File: src/rtl/rt_var_delay_buf.sv
// Runtime-variable delay line for a data+valid stream, built on a circular buffer.
// A fill counter masks reads of slots not yet written since reset.
module rt_var_delay_buf #(
    parameter int DATA_WIDTH  = 8,
    parameter int MAX_DELAY   = 32,
    parameter int DELAY_WIDTH = 6
) (
    input  logic                   clk,
    input  logic                   rst_n,
    input  logic                   en,
    input  logic [DATA_WIDTH-1:0]  in_data,
    input  logic                   in_valid,
    input  logic [DELAY_WIDTH-1:0] delay,
    output logic [DATA_WIDTH-1:0]  out_data,
    output logic                   out_valid,
    output logic                   delay_clamped
);

    localparam int DEPTH = 2 ** DELAY_WIDTH;
    localparam logic [DELAY_WIDTH-1:0] MAX_D = DELAY_WIDTH'(MAX_DELAY);

    // The read slot must never alias the slot being written on the same edge.
    generate
        if (DEPTH < MAX_DELAY + 1 || MAX_DELAY < 1) begin : g_param_check
            $error("rt_var_delay_buf: need MAX_DELAY >= 1 and 2**DELAY_WIDTH >= MAX_DELAY+1");
        end
    endgenerate

    logic [DATA_WIDTH:0]    mem [DEPTH];
    logic [DELAY_WIDTH-1:0] wr_ptr;
    logic [DELAY_WIDTH-1:0] fill_cnt;
    logic [DELAY_WIDTH-1:0] eff_delay;
    logic [DELAY_WIDTH-1:0] rd_addr;
    logic [DATA_WIDTH:0]    rd_word;
    logic                   clamp;

    // NOTE: every signal assigned in always_comb gets a value on every path, so no latch is inferred.
    always_comb begin
        clamp     = (delay > MAX_D);
        eff_delay = clamp ? MAX_D : delay;
        rd_addr   = wr_ptr - eff_delay;
        rd_word   = mem[rd_addr];
    end

    // NOTE: the buffer RAM has no reset; fill_cnt guarantees unwritten slots are never emitted.
    always_ff @(posedge clk) begin
        if (en) begin
            mem[wr_ptr] <= {in_valid, in_data};
        end
    end

    // NOTE: sequential state uses non-blocking assignments so the asynchronous read sees pre-edge contents.
    always_ff @(posedge clk or negedge rst_n) begin
        if (!rst_n) begin
            wr_ptr        <= '0;
            fill_cnt      <= '0;
            out_data      <= '0;
            out_valid     <= 1'b0;
            delay_clamped <= 1'b0;
        end else if (en) begin
            wr_ptr        <= wr_ptr + 1'b1;
            delay_clamped <= clamp;
            if (fill_cnt != MAX_D) begin
                fill_cnt <= fill_cnt + 1'b1;
            end
            if (eff_delay == '0) begin
                out_data  <= in_data;
                out_valid <= in_valid;
            end else if (fill_cnt >= eff_delay) begin
                out_data  <= rd_word[DATA_WIDTH-1:0];
                out_valid <= rd_word[DATA_WIDTH];
            end else begin
                out_data  <= '0;
                out_valid <= 1'b0;
            end
        end
    end

endmodule

File: config.mk
export PLATFORM = sky130hd
export DESIGN_NAME = rt_var_delay_buf
export DESIGN_NICKNAME = d
export VERILOG_FILES = /design/src/rtl/rt_var_delay_buf.sv
export SDC_FILE = /design/constraint.sdc
export NUM_CORES = 1
export LEC_CHECK = 0
export ABC_AREA = 1
export ABC_CLOCK_PERIOD_IN_PS = 4200
export BUFFER_PORTS_ARGS = -buffer_cell sky130_fd_sc_hd__buf_2
export CAP_MARGIN = 20
export CORE_ASPECT_RATIO = 0.75
export CORE_UTILIZATION = 38
export CTS_CLUSTER_SIZE = 30
export DETAILED_ROUTE_END_ITERATION = 10
export PLACE_DENSITY = 0.56
export SLEW_MARGIN = 20
export SYNTH_ARGS = -nofsm -noshare
export SYNTH_HDL_FRONTEND = slang
export SYNTH_SLANG_ARGS = --single-unit
File: constraint.sdc
create_clock -name clk -period 4.2 [get_ports clk]
set_input_delay 0.63 -clock clk [delete_from_list [all_inputs] [get_ports clk]]
set_output_delay 0.63 -clock clk [all_outputs]
set_load 0.05 [all_outputs]
==> flow_summary.yaml, run 1 <==
placement:
  dp_hpwl_um: 43600
  gp_congestion: 0.8754
  port_buffers: 27
floorplan:
  start_util_pct: 38.50
  num_io_pins: 28
  die_area_um2: 67170
  die-height_um: 224.7
  die_w_um: 298.9
  core.rowCount: 81
  coreArea_um2: 65270
sta:
  tns_ps: 0
  worst_pin_slew_ps: 1053
  rsz0062_at_grt: "false"
  slew_headroom_pct: 29.57
  min_period_ps: 3328
  clock_skew_ps: 39.57
  drv_slew: 0
  hold_ws_ps: 64.09
  clock.fmax_mhz: 300.5
  finalHoldViolCount: 0
  finalSetupViolations: 0
  fin_crit_sh_pct: 79.24
global_routing:
  antenna_found_initial: 1
  grt_usage_pct: 22.11
  grt_pass1_vias: 16560
  grt_max_degree: 159
  grt_pass1_wl_um: 110900
  overflow: 0
clocking:
  clk_pin_slew_ps: 70
  cts.sinks: 598
  cts_buffers: 55
  postCtsSetupBuffers: 0
  clock_path_buffers: 3
  cts_resized: 0
  cts_root_buf: "clkbuf_16"
  clock_latency_ps: 630
  cts_hold_buf: 0
  tritoncts: "built"
  h-tree-depth: 2
worst_hold_path:
  min_path_type: "input port to async pin"
logic_synthesis:
  yosysWarnings: 0
  yosysTopAreaCell: "edfxtp_1"
  ys_seq_area_share_pct: 71.03
  async_flop_share_pct: 3.679
  synth_edf_count: 576
  ys_types: 29
  netlist.area_leader.share_pct: 68.84
  synthCells: 2147
  ys_ff_latch: 598
  syn_area_per_cell_um2: 11.70
  synth_nets: 2178
  synthFlopType: "edfxtp_1"
  synth_area_um2: 25130
  synth_area_leaders: "edfxtp_1 (69%), nand3_1 (14%), nand2_1 (6.9%), dfrtp_1 (2.2%), nor2_1 (1.2%)"
drt:
  route.detailed.drc: 0
  drt_wl_total_um: 74180
  drt_iter0_drc: 2109
  via_per_inst: 5.621
  first_pass_iters: 6
  vias: 17300
  ant_nets: 0
  wire_per_inst_um: 24.11
layout:
  antenna-diode-count: 0
  layout_commonest_cell: "nand3_1"
  drive_gt1_share_pct: 8.568
  nFillCells: 6149
  areaGrowthSynthToFinish_pct: 12.02
  ff_latch_area_um2: 17850
  utilization_pct: 43.12
  nets: 2193
  multi_input_comb_area_um2: 6397
  final_cell_mix: "nand3_1 (709), edfxtp_1 (576), nand2_1 (460)"
worst_setup_path:
  cp_num_buf_inv: 4
  cpLargestDelayFamily: "simple AND/OR/NAND/NOR gates"
  start_kind: "flop"
  cp_max_fo: 27
  slowest_stage: "fa_4"
  worst_path_most_repeated_cell: "nand3_1"
  crit_type: "flop to flop"
  crit_chain: "inv_2 > nand3_4 > inv_1 > fa_4 > inv_4 > buf_12 > nand3_1 > nand3_1 > nand3_1 > nand3_1 > nand3_1 > nand3_1 > a21oi_1"
  cp-end-kind: "flop"
  critPathRequiredTime_ps: 4720
  cp.arrival_ps: 3850
  slowest_delay_ps: 690
power_and_ir_drop:
  cell_internal_pwr_mw: 12.04
  p_clk_share_pct: 23.4
  irDropWorstVdd_mv: 0.6281
  switching_share_pct: 42.81
  p_switching_mw: 9.010
  pwr_density_cell_nw_per_um2: 747.8
  sequentialPowerShare_pct: 33.5
  combPwrFrac_pct: 43.1
  leakage_nw: 9.990
  power_mw: 21.05
run:
  drv_cap: 0
run_status:
  outcome: "complete, no violations"
## final cells by class
type | count | share of cell area (%)
Multi-Input combinational cell | 1347 | 22.73
Timing Repair Buffer | 94 | 2.952
Sequential cell | 598 | 63.41
Inverter | 66 | 0.8980
Tap cell | 871 | 3.872
Clock inverter | 25 | 0.6446
Clock buffer | 76 | 5.495
## worst paths after layout
kind                                                start                   endpoint  slack, ps  cells after the start
worst max-delay path                wr_ptr[0]$_DFFE_PN0P_    out_data[1]$_DFFE_PN0P_        870                     13
worst min-delay path                                rst_n      wr_ptr[4]$_DFFE_PN0P_         60                      1
worst max register to register      wr_ptr[0]$_DFFE_PN0P_    out_data[1]$_DFFE_PN0P_        870                     13
worst min register to register  delay_clamped$_DFFE_PN0P_  delay_clamped$_DFFE_PN0P_        510                      2
max in group asynchronous                           rst_n      out_valid$_DFFE_PN0P_       3630                      1
min in group clk                                 delay[5]  delay_clamped$_DFFE_PN0P_        440                      3
## layer usage
layer / global-route usage, % / vias up / wire length, um / share of wire (%)
li1: - / 7724 / - / -
met1: 34.22 / 8622 / 33930 / 46
met2: 31.78 / 861 / 31740 / 43
met3: 4.182 / 90 / 7160 / 9.7
met4: 5.234 / 0 / 1358 / 1.8
met5: 0 / - / 0 / 0
## Yosys cell counts (9+ instances only)
master / n
nand3_1: 709
edfxtp_1: 576
nand2_1: 460
nor2_1: 79
inv_1: 61
buf_2: 48
clkbuf_1: 37
buf_4: 33
a21oi_1: 26
dfrtp_1: 22
nand3b_1: 22
buf_1: 17
ha_1: 12
nor3_1: 9
## metrics by stage
| stage | std cells | worst slack, ps | area [um2] |
|---|---|---|---|
| 5_1_grt | 3077 | 751.2 | 28150 |
| 6_report | 3077 | 872.0 | 28150 |
| 4_1_cts | 3077 | 928.2 | 28140 |
| 2_1_floorplan | 2147 | 834.5 | 25130 |
| 3_3_place_gp | 2976 | 359.7 | 26410 |
| 3_5_place_dp | 2976 | 356.3 | 26420 |
## flip-flops by register name (all words and copies together), names as in the netlist
| signal | cells |
|---|---|
| mem | 576 |
| out_data | 8 |
| fill_cnt | 6 |
| wr_ptr | 6 |
| delay_clamped | 1 |
| out_valid | 1 |
## kinds of logic (layout without fill, tap and decap cells)
kind of cell / count (synthesis) / count (layout) / share of synthesized area, %
AND/OR/NAND/NOR: 1287 / 1287 / 23.27
flip-flops: 598 / 598 / 71.03
buffers and inverters: 202 / 261 / 3.780
AO/OA/AOI/OAI: 34 / 34 / 0.6971
adder cells (fa/ha/maj): 13 / 13 / 0.6772
XOR/XNOR: 13 / 13 / 0.5428
## power groups by stage
stage	Sequential (mW)	Combinational, mW	Clock (mW)
3_3_place_gp	7.17	8.92	0
3_5_place_dp	7.17	8.95	0
6_report	7.05	9.07	4.93
5_1_grt	7.08	9.78	5.18
2_1_floorplan	7.24	5.35	0
4_1_cts	7.05	8.97	5.00
Note: power is estimated with default switching activity, not from simulation.
==> inputs of run 2 (changes only) <==
ABC_CLOCK_PERIOD_IN_PS = 2780   (was 4200)
PLACE_DENSITY = 0.57   (was 0.56)
clock period = 2.78 ns   (was 4.2 ns; I/O delays follow)
==> flow_summary.yaml, run 2 (synthesis gave the netlist of run 1 again) <==
drt:
  drt_iter0_drc: 2233
  drt_wl_total_um: 76500
  ant_nets: 0
  routed-wl-met2_um: 31840
  via_per_inst: 5.511
  first_pass_iters: 6
  vias: 18010
  drt-met1-wl_um: 34490
  route.detailed.drc: 0
  wire_per_inst_um: 23.42
  highest_layer: "met4"
  dr_wl_met3_um: 8589
worst_setup_path:
  slowest_delay_ps: 820
  worst_path_most_repeated_cell: "nand3_1"
  cp-end-kind: "flop"
  critPathLaunch: "wr_ptr[0]$_DFFE_PN0P_"
  reg2regPathDepth: 15
  r2r_slack_ps: -50
  cp.arrival_ps: 3330
  start_kind: "flop"
  critPathRequiredTime_ps: 3280
  timing.rr.end: "out_data[6]$_DFFE_PN0P_"
  cpLargestDelayFamily: "simple AND/OR/NAND/NOR gates"
  crit_chain: "inv_2 > nand3_4 > inv_2 > fa_4 > clkinv_8 > buf_12 > clkbuf_16 > nand3_1 > nand3_1 > nand3_1 > nand3_1 > nand3_2 > nand2_1 > nand2_1 > a21oi_1"
  slowest_stage: "fa_4"
  cp_max_fo: 8
  crit_type: "flop to flop"
  cp_num_buf_inv: 5
  worstReg2RegStart: "wr_ptr[0]$_DFFE_PN0P_"
layout:
  layout_commonest_cell: "nand3_1"
  final_cell_mix: "nand3_1 (670), edfxtp_1 (576), nand2_1 (460)"
  fin_cells: 3267
  antenna-diode-count: 0
  largest_register_ffs: 576
  drive_gt1_share_pct: 17.78
  reg.largest.list: "mem (576), out_data (8)"
  nets: 2378
  areaGrowthSynthToFinish_pct: 21.29
  top_register: "mem"
power_and_ir_drop:
  irDropWorstVdd_mv: 0.7186
  power_mw: 36.29
  leakage_nw: 11.28
  pwr_density_cell_nw_per_um2: 1191
sta:
  finalSetupViolations: 2
  drv_slew: 0
  tns_ps: -46.47
  clock.fmax_mhz: 354.0
  clock_skew_ps: 24.14
  min_period_ps: 2825
  worst_pin_slew_ps: 954.4
  fin_crit_sh_pct: 101.6
  fin_ws_ps: -45.10
  slew_headroom_pct: 36.37
  finalHoldViolCount: 0
  rsz0062_at_grt: "true"
run_status:
  outcome: "complete, but fails checks"
  violations: "negative setup slack"
global_routing:
  grt_max_degree: 86
  grt_pass1_wl_um: 113000
  grt_pass1_vias: 17580
  overflow: 0
  grt_usage_pct: 22.46
  antenna_found_initial: 0
floorplan:
  coreArea_um2: 65270
  die_w_um: 298.9
  num_io_pins: 28
  die_area_um2: 67170
  start_util_pct: 38.50
  die-height_um: 224.7
  core.rowCount: 81
clocking:
  tritoncts: "built"
  cts.sinks: 598
  h-tree-depth: 2
  clock_latency_ps: 630
  clock_path_buffers: 3
  cts_buffers: 59
  clk_pin_slew_ps: 60
  cts_root_buf: "clkbuf_16"
placement:
  dpl.cell_count: 3139
  port_buffers: 27
  dp_hpwl_um: 47680
  gp_congestion: 0.8937
worst_hold_path:
  min_from: "in_data[6]"
  hold_depth: 1
  min_to: "mem[44][6]$_DFFE_PP_"
  min_path_type: "input port to flop"
run:
  drv_cap: 0
==> run 2: layer usage <==
| layer | track usage [%] | vias to the layer above |
|---|---|---|
| met5 | 0 | - |
| met4 | 5.513 | 0 |
| met3 | 6.491 | 109 |
| met2 | 32.06 | 915 |
| met1 | 33.38 | 8863 |
| li1 | - | 8119 |
==> run 2: where the power goes <==
group / internal (mW) / total [mW] / switching [mW]
Clock: 4.73 / 8.19 / 3.46
Combinational: 6.35 / 17.4 / 11.1
Sequential: 10.3 / 10.7 / 0.332
Total: 21.4 / 36.3 / 14.9
==> run 2: worst max-delay path by stage <==
stage / cells past startpoint / endpoint
5_1_grt: 14 / out_data[6]$_DFFE_PN0P_
3_5_place_dp: 16 / out_data[3]$_DFFE_PN0P_
2_1_floorplan: 19 / out_data[7]$_DFFE_PN0P_
4_1_cts: 13 / out_data[3]$_DFFE_PN0P_
6_report: 15 / out_data[6]$_DFFE_PN0P_
3_3_place_gp: 17 / out_data[6]$_DFFE_PN0P_
==> run 2: cell type report <==
cell class | instances | area [um2]
clock inverter | 35 | 390.4
tap | 871 | 1090
inverter | 66 | 262.8
clock buffer | 75 | 1567
timing repair buffer | 275 | 2683
sequential | 598 | 17850
fill | 5878 | 34790
multi-input combinational | 1347 | 6638
==> run 2: metrics by stage <==
stage | cell area, um2 | util, % | setup WS [ps] | hold WS [ps]
finish | 30480 | 46.70 | -45.10 | 141.6
global route | 30480 | 46.70 | -133.3 | 149.3
CTS | 29970 | 45.92 | 4.416 | 128.1
detailed placement | 27940 | 42.82 | -482.4 | 437.5
global placement | 27940 | 42.82 | -462.1 | 443.9
floorplan | 25260 | - | 9.628 | 121.4
==> run 2: what timing repair did <==
| action | CTS | global route |
|---|---|---|
| setup buffers | 1 | 8 |
| pin swaps | 1 | 5 |
| gates resized for setup | 6 | 58 |
| hold buffers | 1 | 0 |
| setup endpoints to repair | 9 | 9 |
| gates cloned | 1 | 7 |
| hold endpoints to repair | 22 | 0 |
==> inputs of run 3 (changes only) <==
CELL_PAD_IN_SITES_DETAIL_PLACEMENT = 1   (was not set)
CELL_PAD_IN_SITES_GLOBAL_PLACEMENT = 2   (was not set)
CTS_CLUSTER_SIZE = 8   (was 30)
PLACE_DENSITY = 0.76   (was 0.57)
==> flow_summary.yaml, run 3 (synthesis gave the netlist of run 1 again) <==
run_status:
  outcome: "complete, but fails checks"
  violations: "negative setup slack"
sta:
  worst_pin_slew_ps: 1054
  hold_ws_ps: 216.9
  min_period_ps: 2780
  clock_skew_ps: 21.18
  fin_crit_sh_pct: 100.0
  finalSetupViolations: 1
  fin_ws_ps: -0.3422
  finalHoldViolCount: 0
  rsz0062_at_grt: "true"
  slew_headroom_pct: 29.75
  drv_slew: 0
  clock.fmax_mhz: 359.7
global_routing:
  antenna_found_initial: 1
  grt_pass1_vias: 18680
  grt_pass1_wl_um: 125700
  grt_max_degree: 117
  grt_usage_pct: 25.53
  overflow: 0
clocking:
  tritoncts: "built"
  clk_pin_slew_ps: 60
  clock_latency_ps: 640
  postCtsSetupBuffers: 0
  cts.sinks: 598
  cts_root_buf: "clkbuf_16"
  clock_path_buffers: 3
  h-tree-depth: 3
  cts_buffers: 84
floorplan:
  start_util_pct: 38.50
  core.rowCount: 81
  die_area_um2: 67170
  die-height_um: 224.7
  coreArea_um2: 65270
  num_io_pins: 28
  die_w_um: 298.9
worst_setup_path:
  cp_num_buf_inv: 4
  cpLargestDelayFamily: "simple AND/OR/NAND/NOR gates"
  crit_type: "flop to flop"
  worst_path_most_repeated_cell: "nand3_1"
  crit_chain: "inv_2 > nand3_4 > inv_1 > fa_4 > buf_6 > buf_16 > nand3_1 > nand3_1 > nand3_1 > nand3_1 > nand3_1 > nand3_1 > a21oi_1"
  slowest_stage: "fa_4"
  slowest_delay_ps: 840
  cp-end-kind: "flop"
  start_kind: "flop"
  cp_max_fo: 21
  critPathRequiredTime_ps: 3290
  cp.arrival_ps: 3290
power_and_ir_drop:
  pwr_density_cell_nw_per_um2: 1220
  power_mw: 37.04
  irDropWorstVdd_mv: 0.7329
  leakage_nw: 11.21
layout:
  largest_register_ffs: 576
  layout_commonest_cell: "nand3_1"
  top_register: "mem"
  fin_cells: 3247
  reg.largest.list: "mem (576), out_data (8)"
  areaGrowthSynthToFinish_pct: 20.83
  drive_gt1_share_pct: 15.61
  antenna-diode-count: 0
  nets: 2377
  final_cell_mix: "nand3_1 (695), edfxtp_1 (576), nand2_1 (460)"
drt:
  wire_per_inst_um: 26.14
  dr_wl_met3_um: 6325
  drt_iter0_drc: 1956
  route.detailed.drc: 0
  drt-met1-wl_um: 38570
  ant_nets: 0
  highest_layer: "met4"
  via_per_inst: 5.641
  vias: 18320
  first_pass_iters: 5
  drt_wl_total_um: 84870
  routed-wl-met2_um: 38180
run:
  drv_cap: 0
placement:
  dp_hpwl_um: 54050
  gp_congestion: 0.8595
  port_buffers: 27
  dpl.cell_count: 3127
worst_hold_path:
  min_path_type: "input port to flop"
[run 3: cell types whose count changed in the layout (fill, tap and decap cells not counted), sizes merged]
cell    delta
clkbuf    +27
buf       -22
bufbuf     +2
clkinv    -20
bufinv     -8
inv        +1
[run 3: what timing repair did]
action / 4_1_cts / 5_1_grt
endpoints found under the setup margin: 7 / 9
gates cloned: 3 / 0
hold buffers: 1 / 0
pin swaps: 1 / 0
resized for setup: 6 / 16
hold endpoints to repair: 22 / 0
[run 3: per-stage QoR]
stage | utilization (%) | setup WS, ps | cell area, um2 | TNS, ps
2_1_floorplan | - | 9.628 | 25260 | 0
3_3_place_gp | 42.68 | -476.4 | 27850 | -3982
3_5_place_dp | 42.68 | -485.3 | 27850 | -3936
4_1_cts | 46.42 | 0.07883 | 30290 | 0
5_1_grt | 46.52 | -73.26 | 30360 | -393.4
6_report | 46.52 | -0.3422 | 30360 | -0.3422
[run 3: where the power goes]
part | switching (mW) | internal, mW | leakage (nW)
clock | 3.80 | 5.47 | 1.11
combinational | 11.4 | 5.76 | 4.64
sequential | 0.271 | 10.4 | 5.45
[run 3: area by class of cell]
cell class / instances / area (um2)
clock buffer: 108 / 2192
clock inverter: 8 / 113.9
multi-input combinational: 1347 / 6482
inverter: 66 / 257.7
timing repair buffer: 249 / 2377
tap: 871 / 1090
fill: 6857 / 34910
sequential: 598 / 17850
[run 3: path summary, 6_finish.rpt]
check / cells after the start / end / startpoint / slack, ps
setup / recovery: 13 / out_data[4]$_DFFE_PN0P_ / wr_ptr[0]$_DFFE_PN0P_ / -0.3
hold / removal: 3 / wr_ptr[1]$_DFFE_PN0P_ / en / 220
setup reg to reg: 13 / out_data[4]$_DFFE_PN0P_ / wr_ptr[0]$_DFFE_PN0P_ / -0.3
hold reg to reg: 2 / delay_clamped$_DFFE_PN0P_ / delay_clamped$_DFFE_PN0P_ / 490
max in group asynchronous: 2 / out_data[6]$_DFFE_PN0P_ / rst_n / 1980
min in group asynchronous: 2 / wr_ptr[1]$_DFFE_PN0P_ / rst_n / 360
[run 3: layer usage]
| metal | GRT usage, % | vias to the layer above |
|---|---|---|
| met3 | 4.743 | 119 |
| li1 | - | 8107 |
| met1 | 37.48 | 9414 |
| met2 | 38.92 | 677 |
| met5 | 0 | - |
| met4 | 6.501 | 0 |
[run 3: worst reg2reg max path: cells and delay by family (launching register included)]
kind | cells | cell delay, ps
simple gates | 7 | 910
fa+ha+maj | 1 | 840
buf+inv | 4 | 500
flops | 1 | 360
compound gates | 1 | 60
